--- src/rtl/mem_arb_pkg.sv ---
// Shared types and constants for the memory port arbiter.
package mem_arb_pkg;

   // Arbiter FSM states: idle, fetch access in flight, data access in flight.
   typedef enum logic [1:0] {
      IDLE   = 2'd0,
      BUSY_I = 2'd1,
      BUSY_D = 2'd2
   } arbState_t;

   // Addresses are byte addresses of 32-bit words; the word index starts here.
   localparam int WORD_LSB = 2;

endpackage

--- src/rtl/mem_arb_ibuf.sv ---
// One-entry instruction buffer: remembers the last fetched word so a repeated
// fetch of the same word can be answered without touching memory.
module mem_arb_ibuf
   import mem_arb_pkg::*;
#(
   parameter int AW = 32,
   parameter int DW = 32
) (
   input  logic                   clk,
   input  logic                   reset,
   input  logic [AW-WORD_LSB-1:0] lookupTag,
   input  logic                   fillEn,
   input  logic [AW-WORD_LSB-1:0] fillTag,
   input  logic [DW-1:0]          fillData,
   input  logic                   invEn,
   input  logic [AW-WORD_LSB-1:0] invTag,
   output logic                   hit,
   output logic [DW-1:0]          hitData
);

   logic [AW-WORD_LSB-1:0] tagQ;
   logic [DW-1:0]          dataQ;
   logic                   validQ;

   // Every completed fetch refills the entry; a store to the buffered word kills it.
   always_ff @(posedge clk) begin
      if (reset) begin
         validQ <= 1'b0;
         tagQ   <= '0;
         dataQ  <= '0;
      end else if (fillEn) begin
         validQ <= 1'b1;
         tagQ   <= fillTag;
         dataQ  <= fillData;
      end else if (invEn && (invTag == tagQ)) begin
         validQ <= 1'b0;
      end
   end

   assign hit     = validQ && (lookupTag == tagQ);
   assign hitData = dataQ;

endmodule

--- src/rtl/mem_port_arbiter.sv ---
// Shares one single-ported, variable-latency memory between instruction fetch
// and data access, data first. Optional one-entry fetch buffer is compiled in
// when MEMARB_IBUF_EN is defined.
//
// Handshake: a requester raises Req and holds it (with stable address/data)
// until it sees its one-cycle Valid pulse. A request whose Valid is high in the
// current cycle is ignored, so a held Req never issues twice. Toward memory,
// MemReq and the address/write bus stay stable until a one-cycle MemReady.
module mem_port_arbiter
   import mem_arb_pkg::*;
#(
   parameter int AW = 32,
   parameter int DW = 32
) (
   input  logic            clk,
   input  logic            reset,
   input  logic            IfReq,
   input  logic [AW-1:0]   IfAddr,
   output logic [DW-1:0]   IfRData,
   output logic            IfValid,
   input  logic            DmReq,
   input  logic            DmWe,
   input  logic [AW-1:0]   DmAddr,
   input  logic [DW-1:0]   DmWData,
   output logic [DW-1:0]   DmRData,
   output logic            DmValid,
   output logic            MemReq,
   output logic            MemWe,
   output logic [AW-1:0]   MemAddr,
   output logic [DW-1:0]   MemWData,
   input  logic [DW-1:0]   MemRData,
   input  logic            MemReady,
   output logic            StallIF,
   output logic            StallMem,
   output arbState_t       DbgState
);

   arbState_t      state, nextState;
   logic           latWe;
   logic [AW-1:0]  latAddr;
   logic [DW-1:0]  latWData;
   logic           dmGo, ifGo;
   logic           takeD, takeI, takeHit, doneI, doneD;
   logic           ibufHit;
   logic [DW-1:0]  ibufData;

   // A requester already being answered this cycle must not be re-accepted.
   assign dmGo = DmReq & ~DmValid;
   assign ifGo = IfReq & ~IfValid;

   // Next state and one-cycle control strobes; data has priority over fetch.
   always_comb begin
      nextState = state;
      takeD     = 1'b0;
      takeI     = 1'b0;
      takeHit   = 1'b0;
      doneI     = 1'b0;
      doneD     = 1'b0;
      case (state)
         IDLE: begin
            if (dmGo) begin
               takeD     = 1'b1;
               nextState = BUSY_D;
            end else if (ifGo && ibufHit && !DmReq) begin
               takeHit   = 1'b1;
            end else if (ifGo) begin
               takeI     = 1'b1;
               nextState = BUSY_I;
            end
         end
         BUSY_I: begin
            if (MemReady) begin
               doneI     = 1'b1;
               nextState = IDLE;
            end
         end
         BUSY_D: begin
            if (MemReady) begin
               doneD     = 1'b1;
               nextState = IDLE;
            end
         end
         default: nextState = IDLE;
      endcase
   end

   // State register; reset abandons any access in flight.
   always_ff @(posedge clk) begin
      if (reset) state <= IDLE;
      else       state <= nextState;
   end

   // Latch the winning request so the memory bus stays stable until MemReady.
   always_ff @(posedge clk) begin
      if (reset) begin
         latWe    <= 1'b0;
         latAddr  <= '0;
         latWData <= '0;
      end else if (takeD) begin
         latWe    <= DmWe;
         latAddr  <= DmAddr;
         latWData <= DmWData;
      end else if (takeI) begin
         latWe    <= 1'b0;
         latAddr  <= IfAddr;
      end
   end

   // Register responses; read data holds its last value between accesses.
   always_ff @(posedge clk) begin
      if (reset) begin
         IfValid <= 1'b0;
         DmValid <= 1'b0;
         IfRData <= '0;
         DmRData <= '0;
      end else begin
         IfValid <= doneI | takeHit;
         DmValid <= doneD;
         if (doneI)        IfRData <= MemRData;
         else if (takeHit) IfRData <= ibufData;
         if (doneD && !latWe) DmRData <= MemRData;
      end
   end

`ifdef MEMARB_IBUF_EN
   mem_arb_ibuf #(
      .AW (AW),
      .DW (DW)
   ) uIbuf (
      .clk       (clk),
      .reset     (reset),
      .lookupTag (IfAddr[AW-1:WORD_LSB]),
      .fillEn    (doneI),
      .fillTag   (latAddr[AW-1:WORD_LSB]),
      .fillData  (MemRData),
      .invEn     (doneD & latWe),
      .invTag    (latAddr[AW-1:WORD_LSB]),
      .hit       (ibufHit),
      .hitData   (ibufData)
   );
`else
   assign ibufHit  = 1'b0;
   assign ibufData = '0;
`endif

   assign MemReq   = (state != IDLE);
   assign MemWe    = (state == BUSY_D) & latWe;
   assign MemAddr  = latAddr;
   assign MemWData = latWData;
   assign StallIF  = IfReq & ~IfValid;
   assign StallMem = DmReq & ~DmValid;
   assign DbgState = state;

endmodule
--- config.mk ---
export PLATFORM = sky130hd
export DESIGN_NAME = mem_port_arbiter
export DESIGN_NICKNAME = d
export VERILOG_FILES = /design/src/rtl/mem_arb_pkg.sv /design/src/rtl/mem_arb_ibuf.sv /design/src/rtl/mem_port_arbiter.sv
export SDC_FILE = /design/constraint.sdc
export NUM_CORES = 1
export LEC_CHECK = 0
export BUFFER_PORTS_ARGS = -buffer_cell sky130_fd_sc_hd__buf_2
export CAP_MARGIN = 15
export CORE_MARGIN = 2
export CORE_UTILIZATION = 40
export DETAILED_ROUTE_END_ITERATION = 12
export HOLD_SLACK_MARGIN = 0.05
export PLACE_DENSITY = 0.7
export SKIP_CTS_REPAIR_TIMING = 1
export SYNTH_ARGS = -nofsm -noshare
export SYNTH_HDL_FRONTEND = slang
export SYNTH_HIERARCHICAL = 1
export SYNTH_SLANG_ARGS = --single-unit
--- constraint.sdc ---
create_clock -name clk -period 1.8 [get_ports clk]
set_clock_uncertainty 0.15 [all_clocks]
set_input_delay 0.36 -clock clk [delete_from_list [all_inputs] [get_ports clk]]
set_output_delay 0.36 -clock clk [all_outputs]
set_load 0.02 [all_outputs]
==> out/qor.csv, run 1 <==
metric,value,unit
fp-row-count,41,
finalInstanceArea,7580,µm²
power_frac_comb,0.222,
crit_arrival,1.26,ns
antenna_cells,0,
totalWireLength,15.1,mm
power.switching,0.00243,W
yosys.area.top_type,dfxtp_1,
tightest_slew,0.374,ns
cts.path.max_buffers,2,
finalHoldViolCount,0,
start_util,0.412,
worstSetupPathType,reg -> out,
synthToLayoutAreaGrowth,45.2,%
syn_area,5220,µm²
outcome,"finished, final reports clean",
nFillCells,1188,
p_total,0.00843,W
peakVddDrop,660,µV
crit_path_start,DbgState[1]$_SDFFE_PP0P_,
track_usage,0.209,
clkSlewWorstSetupHoldPaths,0.05,ns
hold_path.class,in -> reg,
slew_headroom,0.751,
clock.fmax,565,MHz
dp_cells,1037,
required,1.29,ns
grt_pass1_wl,23.5,mm
p_int,0.00600,W
layout_common_cells,"buf_2 (266), nand2_1 (262), dfxtp_1 (131)",
r2r_setup_slack,0.12,ns
yosys.area.top_type_share,0.510,
p_per_area,1110,nW/µm²
port_buffers,269,
synthCells,634,
cts_buffers,17,
io_pins,270,
crit_path_max_fanout,4,
post_drt_wl_per_cell,13.7,µm
htree_levels,4,
drt-initial-drc-count,298,
multiInputGateArea,2260,µm²
synth_seq_cells,133,
syn-num-nets,772,
setup_viol,0,
post_dp_cell_area,6720,µm²
drive_above_1_share,0.376,
critPathCaptureType,primary output,
ant_nets,0,
setup.worst_path.end,MemReq,
reg2reg_to,MemAddr[2]$_SDFFE_PP0P_,
worst_setup_path_start_kind,flip-flop,
drv_cap,0,
synth.yosys.seq_area_share,0.510,
num-nets-final,1051,
num_vias,5206,
rr_worst_depth,5,
core_area,12700,µm²
die_area,14000,µm²
layout_setup_ws,0.0313,ns
hpwlAfterDp,10.3,mm
yosys_warnings,6,
power.sequential.fraction,0.395,
drv_slew,0,
fin_util,0.598,
seq_area,2670,µm²
antenna_found_initial,0,
grt_max_degree,61,
rr_startpoint,DbgState[1]$_SDFFE_PP0P_,
die_h,118,µm
clock_tree.root_cell,clkbuf_16,
swShare,0.288,
avgSynthCellArea,8.23,µm²
instances_no_fill,1097,
clock_power_share,0.383,
post-route-min-period,1.77,ns
synthDistinctLibCells,24,
gp_congestion,0.799,
timing.final.crit_share,0.983,
drtPass1Iterations,5,
cts.sinks,133,
rsz0062_at_grt,yes,
leakage,3.49,nW
layout_commonest_cell,buf_2,
drc,0,
grt-ovfl-total,0,
avgViaCountPerCell,4.75,
synthTopCellsByArea,"dfxtp_1 (51%), nand2_1 (19%), a21oi_1 (9.4%)",
grt_pass1_vias,4819,
clkLatencyLatePin,0.41,ns
fp.dieW,118,µm
cts_tree,built,
pre_cts_ws,0.0301,ns
-- metal layers --
layer  global-route usage  share of wire  wire (µm)  up-vias
met2                0.368           0.51       7660      196
li1                     -              -          -     2629
met1                0.230           0.40       6060     2357
met5                    0              0          0        -
met4               0.0881          0.022        334        0
met3               0.0661          0.067       1010       24
-- final cells by class --
type                            instances  area share
Clock inverter                          5     0.00991
Clock buffer                           26      0.0619
Tap cell                              172      0.0284
Multi-Input combinational cell        447       0.298
Inverter                                3     0.00149
Timing Repair Buffer                  311       0.249
Sequential cell                       133       0.352
-- power by group through the flow --
stage                     Clock (W)  Combinational (W)  Sequential (W)
after floorplan                   0           0.000901         0.00369
after global placement            0            0.00181         0.00338
after detailed placement          0            0.00182         0.00338
after CTS                   0.00329            0.00183         0.00333
after global routing        0.00343            0.00203         0.00336
final                       0.00323            0.00187         0.00333
-- state kept, by name (all words and copies together) (netlist names) --
| signal | cells |
|---|---|
| IfRData | 32 |
| MemWData | 32 |
| MemAddr | 32 |
| DbgState | 2 |
| IfValid | 1 |
| DmRData | 32 |
| DmValid | 1 |
| latWe | 1 |
-- cells in the mapped netlist --
master and n:
ha_1 4, nand2b_1 2, clkbuf_1 18, buf_6 6, a311oi_2 30, nand2_1 262, nand3_1 1, a311oi_1 2
o31ai_1 1, buf_2 17, nor2b_4 1, and2_1 3, buf_8 4, dfxtp_1 133, buf_1 6, nor2b_2 1
a22oi_1 1, or3_1 1, inv_1 3, or2_2 1, a21oi_1 98, nor2_1 37, o21a_4 1, and2_4 1
-- cells by family after synthesis --
| family | count (synthesis) | synth area share |
|---|---|---|
| and+or+nand+nor | 310 | 0.230 |
| AOI/OAI and AO/OA | 133 | 0.189 |
| DFF | 133 | 0.510 |
| buffers and inverters | 54 | 0.0602 |
| adders and majority gates | 4 | 0.00959 |
-- critical path, cell delays in order (launching register included) --
cell     delay (ns)
dfxtp_2        0.33
inv_1          0.10
ha_2           0.21
inv_2          0.05
buf_4          0.15
-- worst min path at each step --
| stage | startpoint | to | slack, ns | cells past startpoint |
|---|---|---|---|---|
| after floorplan | latWe$_SDFFE_PP0P_ | latWe$_SDFFE_PP0P_ | 0.31 | 2 |
| after global placement | DmRData[13]$_SDFFE_PP0P_ | DmRData[13]$_SDFFE_PP0P_ | 0.29 | 2 |
| after detailed placement | IfRData[7]$_SDFFE_PP0P_ | IfRData[7]$_SDFFE_PP0P_ | 0.29 | 2 |
| after CTS | DmWData[22] | MemWData[22]$_SDFFE_PP0P_ | 0.02 | 3 |
| after global routing | DmWData[6] | MemWData[6]$_SDFFE_PP0P_ | 0.05 | 3 |
| final | DmWData[27] | MemWData[27]$_SDFFE_PP0P_ | 0.04 | 3 |
-- metrics by stage --
step | hold WS [ns] | setup TNS, ns
final | 0.0375 | 0
after global routing | 0.0510 | -0.0244
after CTS | 0.0172 | -0.217
after detailed placement | 0.293 | 0
after global placement | 0.289 | 0
after floorplan | 0.312 | 0
No activity file was read; power rests on OpenSTA's default activity.
==> run 2: changes to the inputs <==
--- a/config.mk
+++ b/config.mk
@@ -16,4 +16,3 @@
 export SYNTH_ARGS = -nofsm -noshare
 export SYNTH_HDL_FRONTEND = slang
-export SYNTH_HIERARCHICAL = 1
 export SYNTH_SLANG_ARGS = --single-unit
--- a/constraint.sdc
+++ b/constraint.sdc
@@ -3,3 +3,3 @@
 set_input_delay 0.36 -clock clk [delete_from_list [all_inputs] [get_ports clk]]
 set_output_delay 0.36 -clock clk [all_outputs]
-set_load 0.02 [all_outputs]
+set_load 0.01 [all_outputs]
==> run 2 against run 1 <==
First-iteration DRC count rose by 0.67%; register-to-register slack hardly changed; synthesized area unchanged; sequential share of layout area is essentially flat; worst setup slack better by 0.011 ns; critical endpoint unchanged; largest power group unchanged.
==> out/qor.csv, run 2 <==
metric,value,unit,change
post_drt_wl_per_cell,13.8,µm,+0.23%
reg2reg_to,MemAddr[2]$_SDFFE_PP0P_,,
yosys_warnings,0,,-6
drv_cap,0,,unchanged
hold_start,DmWData[27],,
track_usage,0.209,,unchanged
cts.sinks,133,,unchanged
die_h,118,µm,unchanged
synth_seq_cells,133,,unchanged
hpwlAfterDp,10.3,mm,unchanged
core_area,12700,µm²,unchanged
io_pins,270,,unchanged
ant_nets,0,,unchanged
drtPass1Iterations,4,,-1
critPathCaptureType,primary output,,
antenna_cells,0,,unchanged
avgSynthCellArea,8.23,µm²,unchanged
syn-num-nets,772,,unchanged
num_vias,5202,,-0.077%
critical-path-top-delay-family,flip-flops,,
rr_worst_depth,5,,unchanged
drc,0,,unchanged
dp_cells,1037,,unchanged
num-nets-final,1051,,unchanged
outcome,"finished, final reports clean",,
layout_commonest_cell,buf_2,,
clkLatencyLatePin,0.41,ns,about the same
synth_compound_area_frac,0.189,,unchanged
synthTopCellsByArea,"dfxtp_1 (51%), nand2_1 (19%), a21oi_1 (9.4%)",,
grt_max_degree,61,,unchanged
cts.path.max_buffers,2,,unchanged
synthTopCellsByCount,"nand2_1 (262), dfxtp_1 (133), a21oi_1 (98)",,
cts_buffers,17,,unchanged
layout_common_cells,"buf_2 (266), nand2_1 (262), dfxtp_1 (131)",,
timing.setup.tns,0,ns,unchanged
grt_pass1_wl,23.5,mm,unchanged
finalInstanceArea,7570,µm²,about the same
nFillCells,1191,,+0.25%
async_flop_share,0,,unchanged
fp-row-count,41,,unchanged
rsz0062_at_grt,yes,,
synthDistinctLibCells,24,,unchanged
worstSetupPathType,reg -> out,,
grt_pass1_vias,4819,,unchanged
totalWireLength,15.1,mm,+0.23%
synth-simple-area-share,0.230,,unchanged
clock_tree.root_cell,clkbuf_16,,
seq_area,2670,µm²,unchanged
drt-initial-drc-count,300,,+0.67%
tightest_slew,0.370,ns,-0.00368 ns
post-route-min-period,1.76,ns,-0.0115 ns
synth_xor_area_frac,0,,unchanged
grt-ovfl-total,0,,unchanged
syn_area,5220,µm²,unchanged
antenna_found_initial,0,,unchanged
whs_path_depth,3,,unchanged
synth-edff-count,0,,unchanged
gp_congestion,0.799,,unchanged
cpPeakStageDelay,0.33,ns,about the same
yosys.area.top_type,dfxtp_1,,
required,1.29,ns,about the same
peakVddDrop,638,µV,-3.3%
die_area,14000,µm²,unchanged
muxShareOfSynthArea,0,,unchanged
r2r_setup_slack,0.12,ns,about the same
instances_no_fill,1097,,unchanged
setup_viol,0,,unchanged
multiInputGateArea,2250,µm²,-0.22%
rr_startpoint,DbgState[1]$_SDFFE_PP0P_,,
whs_endpoint,MemWData[27]$_SDFFE_PP0P_,,
port_buffers,269,,unchanged
synth_fa_ha_area_frac,0.00959,,unchanged
crit_path_start,DbgState[1]$_SDFFE_PP0P_,,
drive_above_1_share,0.376,,unchanged
post_dp_cell_area,6720,µm²,unchanged
worst_setup_path_start_kind,flip-flop,,
htree_levels,4,,unchanged
leakage,3.48,nW,-0.13%
hold_path.class,in -> reg,,
crit_chain,inv_1 -> ha_2 -> inv_2 -> buf_4,,
synthToLayoutAreaGrowth,45.1,%,about the same
drv_slew,0,,unchanged
crit_path_max_fanout,4,,unchanged
clkSlewWorstSetupHoldPaths,0.05,ns,about the same
yosysMostFrequentCell,nand2_1,,
p_per_area,1090,nW/µm²,-2.2%
synth_top_family_by_area,simple AND/OR/NAND/NOR gates,,
cts_tree,built,,
fp.dieW,118,µm,unchanged
timing.final.crit_share,0.976,,-0.00638
avgViaCountPerCell,4.74,,about the same
crit_arrival,1.25,ns,about the same
synthCells,634,,unchanged
p_total,0.00824,W,-2.3%
ys.flop_type,dfxtp_1,,
finalHoldViolCount,0,,unchanged
critPathBufInv,3,,unchanged
slew_headroom,0.753,,+0.00245
yosys.area.top_type_share,0.510,,unchanged
clock.fmax,569,MHz,+0.65%
start_util,0.412,,unchanged
cpMaxStageDelayCell,dfxtp_2,,
synth.yosys.seq_area_share,0.510,,unchanged
## run 2: cell type report
cell class | count | share of cell area
Sequential cell | 133 | 0.352
Multi-Input combinational cell | 447 | 0.298
Timing Repair Buffer | 311 | 0.249
Clock buffer | 26 | 0.0620
Tap cell | 172 | 0.0284
Clock inverter | 5 | 0.00991
Inverter | 3 | 0.00149
## run 2: routing by layer
metal | GRT usage | vias up | routed length [µm]
met5 | 0 | - | 0
met4 | 0.0881 | 0 | 334
met3 | 0.0661 | 24 | 1010
met2 | 0.368 | 195 | 7680
met1 | 0.230 | 2355 | 6070
li1 | - | 2628 | -
## run 2: worst max-delay path by stage
| stage | endpoint | depth (start not counted) |
|---|---|---|
| floorplan | DmRData[21]$_SDFFE_PP0P_ | 8 |
| global placement | MemAddr[13]$_SDFFE_PP0P_ | 5 |
| detailed placement | DmRData[13]$_SDFFE_PP0P_ | 6 |
| CTS | MemReq | 4 |
| global route | MemReq | 4 |
| finish | MemReq | 4 |
## run 2: worst min-delay path: stages
cell and delay (ns):
buf_2 0.09, nand2_1 0.04, a21oi_1 0.05
## run 2: logic make-up after synthesis
| kind of cell | after synthesis |
|---|---|
| fa+ha+maj | 4 |
| simple gates | 310 |
| flops | 133 |
| buf+inv | 54 |
| compound gates | 133 |
## run 2: power by group
| part | switching [W] | internal (W) | leakage, nW |
|---|---|---|---|
| clock | 0.00117 | 0.00206 | 0.266 |
| combinational | 0.000940 | 0.000733 | 2.13 |
| sequential | 0.000124 | 0.00320 | 1.09 |
## run 2: through the flow
step                       util  hold WS [ns]  worst slack [ns]
final                     0.598        0.0372            0.0428
after floorplan               -         0.312            0.0963
after CTS                 0.573        0.0172           -0.0833
after detailed placement  0.530         0.293            0.0301
after global placement    0.530         0.289            0.0923
after global routing      0.598        0.0510          -0.00578
==> run 3: changes to the inputs <==
Settings changed: CORE_UTILIZATION 40 to 30, PLACE_DENSITY 0.7 to 0.55.
==> run 3 against run 2 <==
Cell count increased by 6.7%; worst setup slack got worse by 0.0015 ns; non-clock buffer count increased by 20; cell area increased by 4.3%; flip-flop and latch count unchanged.
==> out/qor.csv, run 3 (synthesis results as in run 2) <==
metric,value,unit,change
grt_pass1_wl,23.7,mm,+0.85%
holdWs,0.0381,ns,+0.000932 ns
fp.dieW,136,µm,+15%
crit_arrival,1.25,ns,about the same
peakVddDrop,610,µV,-4.3%
cts_buffers,17,,unchanged
drt-initial-drc-count,175,,-42%
grt-ovfl-total,0,,unchanged
gp_congestion,0.758,,-5.1%
grt_pass1_vias,4778,,-0.85%
start_util,0.304,,-0.108
antenna_found_initial,0,,unchanged
slew_headroom,0.757,,+0.00403
power.sequential.fraction,0.397,,-0.007
num_vias,5212,,+0.19%
totalWireLength,15.6,mm,+3.4%
port_buffers,269,,unchanged
hpwlAfterDp,10.8,mm,+4.3%
clkSlewWorstSetupHoldPaths,0.06,ns,about the same
layout_commonest_cell,buf_2,,
p_per_area,1060,nW/µm²,-2.5%
drtPass1Iterations,4,,unchanged
clock_power_share,0.397,,+0.004
leakage,3.59,nW,+3.0%
avgViaCountPerCell,4.45,,-6.1%
clkLatencyLatePin,0.41,ns,about the same
die_h,136,µm,+15%
io_pins,270,,unchanged
fp-row-count,48,,+17%
worstSetupPathType,reg -> out,,
cts.sinks,133,,unchanged
antenna_cells,0,,unchanged
grt_max_degree,43,,-30%
fin_util,0.460,,-0.138
wl_met2,7.40,mm,-3.7%
ant_nets,0,,unchanged
drv_slew,0,,unchanged
track_usage,0.163,,-0.0454
worst_setup_path_start_kind,flip-flop,,
power.switching,0.00242,W,+8.0%
setup_viol,0,,unchanged
timing.final.crit_share,0.977,,about the same
post_dp_cell_area,6820,µm²,+1.5%
wl_met3,1.31,mm,+30%
drv_cap,0,,unchanged
layout_common_cells,"buf_2 (267), nand2_1 (262), dfxtp_1 (131)",,
drive_above_1_share,0.383,,+0.00645
p_int,0.00596,W,-0.62%
cts.path.max_buffers,2,,unchanged
p_total,0.00838,W,+1.7%
drt-met1-wl,6.68,mm,+10%
post-route-min-period,1.76,ns,+0.00152 ns
clock_tree.root_cell,clkbuf_16,,
synthToLayoutAreaGrowth,51.4,%,
post_drt_wl_per_cell,13.3,µm,-3.1%
critPathCaptureType,primary output,,
power_frac_comb,0.206,,+0.003
num-nets-final,1071,,+1.9%
clock.fmax,569,MHz,about the same
finalInstanceArea,7900,µm²,+4.3%
routed.top_layer,met4,,
crit_path_max_fanout,3,,-1
swShare,0.289,,+0.0168
cts_tree,built,,
htree_levels,4,,unchanged
drc,0,,unchanged
die_area,18500,µm²,+32%
required,1.29,ns,about the same
tightest_slew,0.364,ns,-0.00604 ns
hold_path.class,in -> reg,,
core_area,17200,µm²,+36%
finalHoldViolCount,0,,unchanged
outcome,"finished, final reports clean",,
run 3: per-stage QoR:
| stage | setup slack, ns | TNS [ns] | instances |
|---|---|---|---|
| floorplan | 0.0963 | 0 | 634 |
| global placement | 0.170 | 0 | 1093 |
| detailed placement | 0.147 | 0 | 1093 |
| CTS | -0.144 | -0.266 | 1125 |
| global route | -0.0135 | -0.0135 | 1171 |
| finish | 0.0413 | 0 | 1171 |
run 3: worst paths after layout:
check | cells after the start | from | slack, ns | to
worst max register to register | 6 | DbgState[1]$_SDFFE_PP0P_ | 0.16 | MemAddr[17]$_SDFFE_PP0P_
worst max-delay path | 4 | DbgState[0]$_SDFFE_PP0P_ | 0.04 | MemWe
worst min register to register | 2 | MemWData[24]$_SDFFE_PP0P_ | 0.30 | MemWData[24]$_SDFFE_PP0P_
worst min-delay path | 3 | DmWData[14] | 0.04 | MemWData[14]$_SDFFE_PP0P_
run 3: cell type report:
| cell class | instances | area [µm²] |
|---|---|---|
| clock buffers | 19 | 453 |
| clock inverters | 13 | 123 |
| fillers | 1764 | 9280 |
| inverters | 3 | 13.8 |
| multi-input cells | 447 | 2280 |
| flip-flops and latches | 133 | 2670 |
| well taps | 225 | 282 |
| repair buffers | 331 | 2080 |
run 3: power by group through the flow:
stage / logic, W / registers (W) / clock network [W]
finish: 0.00172 / 0.00333 / 0.00333
global route: 0.00190 / 0.00336 / 0.00355
CTS: 0.00165 / 0.00333 / 0.00342
detailed placement: 0.00165 / 0.00339 / 0
global placement: 0.00164 / 0.00339 / 0
floorplan: 0.000895 / 0.00351 / 0
run 3: routing by layer:
layer | vias up | GRT usage
li1 | 2675 | -
met1 | 2335 | 0.196
met2 | 185 | 0.271
met3 | 17 | 0.0552
met4 | 0 | 0.0602
met5 | - | 0
run 3: critical path: stages (launching register included):
cell,delay (ns)
dfxtp_2,0.36
inv_4,0.06
ha_4,0.16
and2_4,0.15
buf_6,0.12
